$ cat src/rtl/div_if.sv
// Handshake and result bundle between the EX-stage control and the divider.
interface div_if #(
  parameter int WIDTH = 32
);
  logic             start;
  logic             is_signed;
  logic [WIDTH-1:0] a;
  logic [WIDTH-1:0] b;
  logic             flush;
  logic             busy;
  logic             done;
  logic [WIDTH-1:0] q;
  logic [WIDTH-1:0] r;
  logic             div_by_zero;

  modport master (
    output start, is_signed, a, b, flush,
    input  busy, done, q, r, div_by_zero
  );

  modport slave (
    input  start, is_signed, a, b, flush,
    output busy, done, q, r, div_by_zero
  );
endinterface

$ cat src/rtl/div_seq.sv
// Radix-2 restoring divider for DIV/DIVU. Works on operand magnitudes for
// WIDTH iterations, then applies signs: quotient truncates toward zero and
// the remainder takes the dividend's sign. Divide-by-zero returns all-ones
// quotient and the original dividend as remainder, with the same latency.
module div_seq #(
  parameter int WIDTH = 32,
  parameter int CNT_W = 6
) (
  input  logic clk,
  input  logic rst,
  div_if.slave bus
);

  typedef enum logic [1:0] {IDLE, CALC, DONE} state_t;

  state_t           state, state_nxt;
  logic [CNT_W-1:0] cnt;

  // Partial remainder is always below |b|, so WIDTH bits of storage suffice;
  // the WIDTH+1-bit form only exists transiently in p_shift/trial.
  logic [WIDTH-1:0] p;
  logic [WIDTH-1:0] dvd;      // dividend shifting out, quotient shifting in
  logic [WIDTH-1:0] mag_b;
  logic [WIDTH-1:0] orig_a;
  logic             neg_q, neg_r, dbz;

  logic [WIDTH-1:0] q_reg, r_reg;
  logic             dbz_reg;

  logic             accept, last;
  logic [WIDTH-1:0] a_mag, b_mag;
  logic [WIDTH:0]   p_shift, trial;
  logic [WIDTH-1:0] p_nxt, dvd_nxt;
  logic [WIDTH-1:0] q_res, r_res;

  // A new operation can start whenever no iteration is in flight; flush wins.
  assign accept = (state != CALC) && bus.start && !bus.flush;
  assign last   = (cnt == CNT_W'(WIDTH - 1));

  // Operand magnitudes; the most negative value maps to 2^(WIDTH-1) unsigned.
  assign a_mag = (bus.is_signed && bus.a[WIDTH-1]) ? -bus.a : bus.a;
  assign b_mag = (bus.is_signed && bus.b[WIDTH-1]) ? -bus.b : bus.b;

  // State register.
  // NOTE: sequential state uses non-blocking (<=) so every flop samples
  // pre-edge values regardless of block ordering.
  always_ff @(posedge clk or posedge rst) begin
    if (rst) state <= IDLE;
    else     state <= state_nxt;
  end

  // Next-state and status outputs.
  // NOTE: every output of this block gets a default first, so no path
  // leaves a value unassigned and no latch is inferred.
  always_comb begin
    state_nxt = state;
    bus.busy  = 1'b0;
    bus.done  = 1'b0;
    unique case (state)
      IDLE: if (accept) state_nxt = CALC;
      CALC: begin
        bus.busy = 1'b1;
        if (bus.flush)  state_nxt = IDLE;
        else if (last)  state_nxt = DONE;
      end
      DONE: begin
        bus.done  = 1'b1;
        state_nxt = accept ? CALC : IDLE;
      end
      default: state_nxt = IDLE;
    endcase
  end

  // One restoring step plus the sign-corrected result of the final step.
  always_comb begin
    p_shift = {p, dvd[WIDTH-1]};
    trial   = p_shift - {1'b0, mag_b};
    if (trial[WIDTH]) begin
      p_nxt   = p_shift[WIDTH-1:0];
      dvd_nxt = {dvd[WIDTH-2:0], 1'b0};
    end else begin
      p_nxt   = trial[WIDTH-1:0];
      dvd_nxt = {dvd[WIDTH-2:0], 1'b1};
    end
    q_res = dbz ? '1     : (neg_q ? -dvd_nxt : dvd_nxt);
    r_res = dbz ? orig_a : (neg_r ? -p_nxt   : p_nxt);
  end

  // Operand capture, iteration, and result registers.
  // NOTE: all datapath registers are small flops (no memory), so they are
  // all cleared by reset for a deterministic post-reset state.
  always_ff @(posedge clk or posedge rst) begin
    if (rst) begin
      cnt     <= '0;
      p       <= '0;
      dvd     <= '0;
      mag_b   <= '0;
      orig_a  <= '0;
      neg_q   <= 1'b0;
      neg_r   <= 1'b0;
      dbz     <= 1'b0;
      q_reg   <= '0;
      r_reg   <= '0;
      dbz_reg <= 1'b0;
    end else if (accept) begin
      cnt    <= '0;
      p      <= '0;
      dvd    <= a_mag;
      mag_b  <= b_mag;
      orig_a <= bus.a;
      neg_q  <= bus.is_signed & (bus.a[WIDTH-1] ^ bus.b[WIDTH-1]);
      neg_r  <= bus.is_signed & bus.a[WIDTH-1];
      dbz    <= (bus.b == '0);
    end else if (state == CALC && !bus.flush) begin
      p   <= p_nxt;
      dvd <= dvd_nxt;
      cnt <= cnt + 1'b1;
      if (last) begin
        q_reg   <= q_res;
        r_reg   <= r_res;
        dbz_reg <= dbz;
      end
    end
  end

  assign bus.q           = q_reg;
  assign bus.r           = r_reg;
  assign bus.div_by_zero = dbz_reg;

endmodule

$ cat src/flat_wrapper.sv
// flat-port wrapper written by rule: the top's interface ports become plain ports
module div_seq_flat 
#(
  parameter int WIDTH = 32,
  parameter int CNT_W = 6
)
  (clk, rst, bus_start, bus_is_signed, bus_a, bus_b, bus_flush, bus_busy, bus_done, bus_q, bus_r, bus_div_by_zero);
  div_if #(.WIDTH(WIDTH)) bus_i ();
  input  logic clk;
  input  logic rst;
  input wire logic [$bits(bus_i.start)-1:0] bus_start;
  input wire logic [$bits(bus_i.is_signed)-1:0] bus_is_signed;
  input wire logic [$bits(bus_i.a)-1:0] bus_a;
  input wire logic [$bits(bus_i.b)-1:0] bus_b;
  input wire logic [$bits(bus_i.flush)-1:0] bus_flush;
  output wire logic [$bits(bus_i.busy)-1:0] bus_busy;
  output wire logic [$bits(bus_i.done)-1:0] bus_done;
  output wire logic [$bits(bus_i.q)-1:0] bus_q;
  output wire logic [$bits(bus_i.r)-1:0] bus_r;
  output wire logic [$bits(bus_i.div_by_zero)-1:0] bus_div_by_zero;
  assign bus_i.start = bus_start;
  assign bus_i.is_signed = bus_is_signed;
  assign bus_i.a = bus_a;
  assign bus_i.b = bus_b;
  assign bus_i.flush = bus_flush;
  assign bus_busy = bus_i.busy;
  assign bus_done = bus_i.done;
  assign bus_q = bus_i.q;
  assign bus_r = bus_i.r;
  assign bus_div_by_zero = bus_i.div_by_zero;
  div_seq #(.WIDTH(WIDTH), .CNT_W(CNT_W)) u_core (.clk(clk), .rst(rst), .bus(bus_i));
endmodule
$ cat config.mk
export PLATFORM = sky130hd
export DESIGN_NAME = div_seq_flat
export DESIGN_NICKNAME = d
export VERILOG_FILES = /design/src/rtl/div_if.sv /design/src/rtl/div_seq.sv /design/src/flat_wrapper.sv
export SDC_FILE = /design/constraint.sdc
export NUM_CORES = 1
export LEC_CHECK = 0
export BUFFER_PORTS_ARGS = -buffer_cell sky130_fd_sc_hd__buf_2
export CAP_MARGIN = 20
export CORE_MARGIN = 1
export CORE_UTILIZATION = 61
export CTS_CLUSTER_SIZE = 12
export DETAILED_ROUTE_END_ITERATION = 16
export PLACE_DENSITY = 0.91
export SETUP_SLACK_MARGIN = 0.3
export SYNTH_ARGS = -nofsm -noshare
export SYNTH_HDL_FRONTEND = slang
export SYNTH_SLANG_ARGS = --single-unit
export TNS_END_PERCENT = 50
$ cat constraint.sdc
create_clock -name clk -period 7.36 [get_ports clk]
set_input_delay 1.104 -clock clk [delete_from_list [all_inputs] [get_ports clk]]
set_output_delay 1.104 -clock clk [all_outputs]
set_load 0.005 [all_outputs]
==> metrics, run 1 <==
Die Ht=between 150 and 200 um; post-route minimum period=roughly 5.4 ns; Layout fillers=1720; Synth Cell Area=0.01363 mm2; leading area contributor after synthesis=dfrtp_1; Register-to-Register Path Depth=21; RR Startpoint=u_core.dvd[31]; Port Buf Inserts=135; CP max stage cell=o21ai_0; antenna cells=0; Max Cap Viol=0; drt total wl=41170 um; Cell Chain, Critical Path=inv_1, ha_1, fa_1, nand2b_1, a211oi_4, o21a_2, o211ai_4, nand4_4, nand2_8, o21ai_0, ha_1, nand3b_1, mux2i_1, o211ai_1, nor3_1, nor2b_1, mux2i_1, nor4b_2, nor3_1, or3_1, a31oi_1; Period Utilization, post-route=0.7313; most common library cell in the layout ignoring fill and taps=nand2_1; H-tree levels=1; initial antenna violation count=0; multi-input gate area in the final layout=0.007923 mm2; number of global-route vias before repair=around 12000; Worst setup endpoint=u_core.bus.r[18]; Pre-antenna DRT Iters=7; Num CTS Buffers=23; Final Hold Viols=0; dpl ws=2.089 ns; Final Max Tran Viols=0; first-pass GRT wire length=64630 um; worst min path class=flip-flop to flip-flop; maximum VDD drop=0.0001922 V; r2r endpoint=u_core.bus.r[18]; Crit path required time=7.82 ns; Tot Pwr=0.004160 W; flops & latches, synth=between 200 and 250; layout cells sized above 1=0.1364; FP Rows=54; unrepaired setup endpoints after global routing=no; DRC viols=0; post-DP HPWL=29680 um; Syn-to-layout area delta=11.26%; Seq. cell area=0.005105 mm2; RD Place Congestion=0.9468; most frequent cells in the layout=263 x nand2_1, 204 x dfrtp_1, 150 x o21ai_0, 135 x buf_2, 128 x nor2_1; placed cells=just under 2000; nets=1823; Setup-failing EPs final=0; clk buf depth=3; DRT iter0 DRCs=1392; Root Driver=clkbuf_16; critical path's largest stage delay=0.44 ns; Yosys cell types=94; top_reg_cell synth=dfrtp_1; yosys warns=0; Initial Util=0.6227; Pleak=7.011 nW; hold buffers post-CTS=0; crit end category=flip-flop; Hold Startpoint=u_core.bus.r[0]; post-route non-filler standard cell count=2010; Post-CTS Setup Bufs=0; via-per-instance ratio=6.531; largest net degree at the start of global routing=about 130; Post-synth EDFFs=0; Worst EP arrival=5.84 ns; CTS tree=done; Syn Inst Count=1632; GRT Total Usage=0.3609; Avg Cell Area, Syn=8.353 um2; Slew headroom=0.2777; number of gates resized after CTS=0; Fin Setup TNS=0 ns; CP startpoint kind=flip-flop; Antenna Nets Post-Route=0; Worst-Skew Late Latency=0.54 ns; die width=151.5 um; core area=roughly 0.022 mm2; crit path kind=flip-flop to flip-flop; crit path from=u_core.dvd[31]; CTS Sinks=204; DR WL/cell=just over 20 um; IO Count=136; post-synth top area share=0.3745; sequential fraction of the synthesis area=0.3745; die area=between 0.02 and 0.025 mm2; GRT overflow=0; via count=around 13000; Clock Skew=0.01082 ns; cell area power density=274.3 mW/mm2; syn_nets=1739; status=finished, final reports clean; Synth area leaders=dfrtp_1 37%, nand2_1 7.2%, o21ai_0 5.5%; Max Clk Rate=between 150 and 200 MHz; reg-to-reg setup timing slack=1.98 ns; Final Worst Setup Slack=1.978 ns; Async S/R FF share, synth=1.000; CP max FO=between 40 and 50; clock transition at the registers of the reported paths=around 0.06 ns; Least-Margin Pin Slew=approximately 1.1 ns
worst min path at each step:
stage	cells past startpoint	end	slack (ns)
detailed placement	2	u_core.orig_a[8]	0.46
global route	2	u_core.orig_a[8]	0.50
global placement	2	u_core.bus.r[1]	0.46
CTS	2	u_core.orig_a[8]	0.48
floorplan	2	u_core.orig_a[23]	0.44
finish	2	u_core.bus.r[0]	0.47
kinds of logic after synthesis:
group                    after synthesis  synth area share
multiplexers                          44           0.03387
AO/OA/AOI/OAI                        477            0.2248
buffers and inverters                149           0.04507
XOR/XNOR                             129           0.08288
AND/OR/NAND/NOR                      591            0.2035
adder cells (fa/ha/maj)               38           0.03543
flip-flops                           204            0.3745
per-layer routing:
metal / up-vias / track usage / share of wire
li1: 5960 / - / -
met1: 6281 / 0.5067 / 0.41
met2: 765 / 0.5514 / 0.45
met3: 122 / 0.07994 / 0.11
met4: 0 / 0.1213 / 0.030
met5: - / 0 / 0
where the power goes:
| group | internal [W] | switching (W) | leakage [nW] |
|---|---|---|---|
| registers | 0.00124 | 0.000146 | 2.69 |
| logic | 0.000571 | 0.00100 | 3.94 |
| clock network | 0.000706 | 0.000487 | 0.381 |
| total | 0.00252 | 0.00164 | 7.01 |
cell usage after synthesis, drive strengths merged (14+ instances only):
master / n
nor3: 35
a21oi: 122
o31ai: 30
nand3: 32
nand2b: 16
o21ai: 157
inv: 60
nor4: 14
dfrtp: 204
a22oi: 25
clkbuf: 67
buf: 21
o21a: 16
mux2i: 37
xor2: 72
xnor2: 57
nand2: 267
a31oi: 23
ha: 37
nand4: 17
nor2: 133
worst max-delay path: cells and delay by family, from the launching register on:
family          cells  cell delay, ns
flops               1            0.43
fa+ha+maj           3            0.88
compound gates      6            1.46
simple gates        9            2.18
mux                 2            0.27
buf+inv             1            0.06
area by class of cell:
class / count / area share
Clock inverter: 6 / 0.006517
Tap cell: 280 / 0.02310
Clock buffer: 33 / 0.04438
Inverter: 61 / 0.01576
Timing Repair Buffer: 147 / 0.05131
Sequential cell: 204 / 0.3366
Multi-Input combinational cell: 1279 / 0.5224
per-stage QoR:
| step | hold slack (ns) | utilization | instance area (um2) |
|---|---|---|---|
| after floorplan | 0.4379 | - | 13630 |
| after global placement | 0.4564 | 0.6567 | 14380 |
| after detailed placement | 0.4614 | 0.6567 | 14380 |
| after CTS | 0.4761 | 0.6919 | 15150 |
| after global routing | 0.4975 | 0.6928 | 15170 |
| final | 0.4733 | 0.6928 | 15170 |
No activity file was read; power rests on OpenSTA's default activity.
==> inputs of run 2 (changes only) <==
ABC_AREA = 1   (was not set)
CORE_UTILIZATION = 55   (was 61)
PLACE_DENSITY = 0.87   (was 0.91)
clock period = 4.55 ns   (was 7.36 ns; I/O delays follow)
==> run 2 against run 1 <==
  * The flow now finishes with violations (design-rule violations)
  * Hold slack worse by 0.094 ns
  * Die area is 22% higher
  * Count of clock-buffer cells in the layout grew 2
  * Sequential share of layout area fell by 3.1 points
  * Critical path depth grew 1
  * Sequential power increased by 76%
  * Combinational power grew to 4.9 times the previous value
  * Fmax increased by 36%
  * Clock skew is essentially flat
  * Utilization fell by 7.1 points
  * Non-clock buffer count up 6
  * Register-to-register slack lost 1.4 ns
  * Critical path type unchanged
  * Critical endpoint is now u_core.bus.r[8]
  * Largest cell class unchanged
  * Largest power group unchanged
==> metrics, run 2 <==
Port Buf Inserts=135 (unchanged); RR Startpoint=u_core.mag_b[0] (was u_core.dvd[31]); hold slack final=0.3789 ns (was 0.4733 ns); Clock Skew=0.01124 ns (was 0.01082 ns); Num CTS Buffers=24 (was 23); CP startpoint kind=flip-flop (unchanged); Final Worst Setup Slack=0.5812 ns (was 1.978 ns); post-route minimum period=3.969 ns (was 5.382 ns); H-tree levels=1 (unchanged); GRT Total Usage=0.3664 (was 0.3609); critical path's largest stage delay=0.41 ns (was 0.44 ns); crit path from=u_core.mag_b[0] (was u_core.dvd[31]); Least-Margin Pin Slew=0.8813 ns (was 1.083 ns); via-per-instance ratio=5.817 (was 6.531); Final Max Tran Viols=0 (unchanged); post-DP HPWL=38340 um (was 29680 um); number of global-route vias before repair=14890 (was 12240); Worst-Skew Late Latency=0.54 ns (about the same); most frequent cells in the layout=686 x nand2_1, 342 x inv_1, 220 x nor2_1, 208 x nand3_1, 204 x dfrtp_1 (was 263 x nand2_1, 204 x dfrtp_1, 150 x o21ai_0, 135 x buf_2, 128 x nor2_1); Max Cap Viol=0 (unchanged); GRT overflow=0 (unchanged); Async S/R FF share, synth=1.000 (unchanged); DRT iter0 DRCs=1990 (was 1392); status=complete, but fails checks (was finished, final reports clean); Syn Inst Count=2285 (was 1632); crit path kind=flip-flop to flip-flop (unchanged); multi-input gate area in the final layout=0.008238 mm2 (was 0.007923 mm2); IO Count=136 (unchanged); clk buf depth=3 (unchanged); Period Utilization, post-route=0.8723 (was 0.7313); worst min path class=primary input to asynchronous set/reset pin (was flip-flop to flip-flop); Seq. cell area=0.005105 mm2 (unchanged); Die Ht=167.1 um (was 151.5 um); CP Buf/Inv Count=2 (was 1); drt total wl=50900 um (was 41170 um); Worst EP arrival=4.35 ns (was 5.84 ns); CP max stage cell=fa_1 (was o21ai_0); die width=167.1 um (was 151.5 um); die area=0.02793 mm2 (was 0.02295 mm2); clock transition at the registers of the reported paths=0.06 ns (about the same); post-synth top area share=0.3405 (was 0.3745); Layout fillers=2550 (was 1720); Cell Chain, Critical Path=ha_1, fa_1, inv_1, nand2_1, nand2_1, nand3_1, nand2_2, nand2_2, nand2_2, nand2_4, nand2_4, nand2_4, nand2_8, buf_8, nand2_1, nand2_2, ha_1, nand3_2, o21ai_0, a21oi_1, o21ai_0, nand3_1 (was inv_1, ha_1, fa_1, nand2b_1, a211oi_4, o21a_2, o211ai_4, nand4_4, nand2_8, o21ai_0, ha_1, nand3b_1, mux2i_1, o211ai_1, nor3_1, nor2b_1, mux2i_1, nor4b_2, nor3_1, or3_1, a31oi_1); Slew headroom=0.4118 (was 0.2777); Final Hold Viols=0 (unchanged); Yosys cell types=51 (was 94); Fin Setup TNS=0 ns (unchanged); Antenna Nets Post-Route=0 (unchanged); syn_nets=2392 (was 1739); Synth Cell Area=0.01499 mm2 (was 0.01363 mm2); Pleak=9.145 nW (was 7.011 nW); unrepaired setup endpoints after global routing=yes (was no); Post-CTS Setup Bufs=0 (unchanged); Setup-failing EPs final=0 (unchanged); final core occ=0.6216 (was 0.6928); Pre-antenna DRT Iters=12 (was 7); initial antenna violation count=4 (was 0); Avg Cell Area, Syn=6.562 um2 (was 8.353 um2); CP max FO=44 (unchanged); cell area power density=729.1 mW/mm2 (was 274.3 mW/mm2); leading area contributor after synthesis=dfrtp_1 (unchanged); CTS Sinks=204 (unchanged); nets=2493 (was 1823); yosys warns=0 (unchanged); RD Place Congestion=1.063 (was 0.9468); crit end category=flip-flop (unchanged); via count=15960 (was 13130); most prevalent standard cell on the critical path=nand2_2; largest net degree at the start of global routing=146 (was 134); top_reg_cell synth=dfrtp_1 (unchanged); first-pass GRT wire length=80060 um (was 64630 um); most common library cell in the layout ignoring fill and taps=nand2_1 (unchanged); DR WL/cell=18.55 um (was 20.48 um); Synth top cells by count=688 x nand2_1, 343 x inv_1, 223 x nor2_1 (was 263 x nand2_1, 204 x dfrtp_1, 150 x o21ai_0); Syn-to-layout area delta=11.41% (was 11.26%); core area=0.02688 mm2 (was 0.02189 mm2); DRC viols=2 (was 0); FP Rows=60 (was 54); Post-synth EDFFs=0 (unchanged); Crit path required time=4.93 ns (was 7.82 ns); Initial Util=0.5579 (was 0.6227); most frequent cell after synthesis=nand2_1 (unchanged); dpl ws=0.3166 ns (was 2.089 ns); cell family with most CP delay=simple AND/OR/NAND/NOR gates (unchanged); Max Clk Rate=252.0 MHz (was 185.8 MHz); failing checks=design-rule violations; sequential fraction of the synthesis area=0.3405 (was 0.3745); CTS tree=done (unchanged); Synth area leaders=dfrtp_1 34%, nand2_1 17%, inv_1 8.6% (was dfrtp_1 37%, nand2_1 7.2%, o21ai_0 5.5%); Root Driver=clkbuf_16 (unchanged); flops & latches, synth=204 (unchanged); maximum VDD drop=0.0004910 V (was 0.0001922 V); layout cells sized above 1=0.1271 (was 0.1364)
==> run 2: cell count changes in the layout (fill, tap and decap cells not counted), moves of 20 or more <==
cell	previous run	this run
nand2_1	263	686
inv_1	57	342
nand3_1	32	208
nor2_1	128	220
a21oi_1	118	49
nand2_2	3	52
xnor2_1	57	8
o22ai_1	3	51
o21ai_0	150	103
xor2_1	72	27
mux2i_1	36	0
a22oi_1	25	1
o31ai_1	29	6
nor3_1	35	15
==> run 2: where the power goes <==
group	leakage (nW)	internal [W]	total (W)	switching, W
Sequential	2.65	0.00214	0.00244	0.000294
Clock	0.382	0.00116	0.00197	0.000811
Combinational	6.12	0.00229	0.00777	0.00548
Total	9.15	0.00560	0.0122	0.00658
==> run 2: logic make-up (layout without fill, tap and decap cells) <==
kind of cell,after synthesis,in the layout,synth area share
compound gates,288,288,0.1147
flops,204,204,0.3405
fa+ha+maj,38,38,0.03221
buf+inv,429,544,0.1137
xor+xnor,35,35,0.02044
other cells,0,2,0
simple gates,1291,1291,0.3786
==> run 2: layer usage <==
| layer | up-vias | track usage | part of all wire |
|---|---|---|---|
| met5 | - | 0 | 0.00026 |
| met4 | 2 | 0.1171 | 0.030 |
| met3 | 121 | 0.07847 | 0.11 |
| met2 | 845 | 0.5669 | 0.44 |
| met1 | 7449 | 0.5114 | 0.42 |
| li1 | 7538 | - | - |
==> run 2: worst paths after layout <==
kind / slack, ns / to / cells after the start
max in group asynchronous: 3.56 / u_core.mag_b[8] / 3
min in group clk: 0.40 / u_core.dvd[22] / 2
worst min register to register: 0.48 / u_core.mag_b[24] / 2
worst max register to register: 0.58 / u_core.bus.r[8] / 22
worst min-delay path: 0.38 / u_core.orig_a[20] / 3
worst max-delay path: 0.58 / u_core.bus.r[8] / 22
==> run 2: layout make-up <==
type | instances | area share
antenna | 2 | 0.0002996
clock buffer | 35 | 0.04142
clock inverter | 5 | 0.005168
inverter | 351 | 0.07910
multi-input combinational | 1652 | 0.4931
sequential | 204 | 0.3056
tap | 341 | 0.02554
timing repair buffer | 153 | 0.04973
==> run 2: worst reg2reg max path, cell delays in order, from the launching register on <==
cell and delay [ns]:
dfrtp_1 0.39, ha_1 0.24, fa_1 0.41, inv_1 0.09
nand2_1 0.05, nand2_1 0.08, nand3_1 0.09, nand2_2 0.14
nand2_2 0.08, nand2_2 0.09, nand2_4 0.08, nand2_4 0.09
nand2_4 0.13, nand2_8 0.11, buf_8 0.32, nand2_1 0.12
nand2_2 0.16, ha_1 0.23, nand3_2 0.15, o21ai_0 0.24
a21oi_1 0.09, o21ai_0 0.29, nand3_1 0.15
==> run 2: stage by stage <==
step / cells / instance area (um2) / power, W
finish: 2743 / 16700 / 0.01218
global route: 2741 / 16700 / 0.01312
CTS: 2741 / 16660 / 0.01193
detailed placement: 2701 / 15880 / 0.009933
global placement: 2701 / 15880 / 0.009826
floorplan: 2285 / 15000 / 0.008173
==> run 2: what timing repair did <==
action                     in CTS  in global routing
hold buffers                    0                  0
gates resized for setup         1                 10
setup endpoints to repair       2                 19
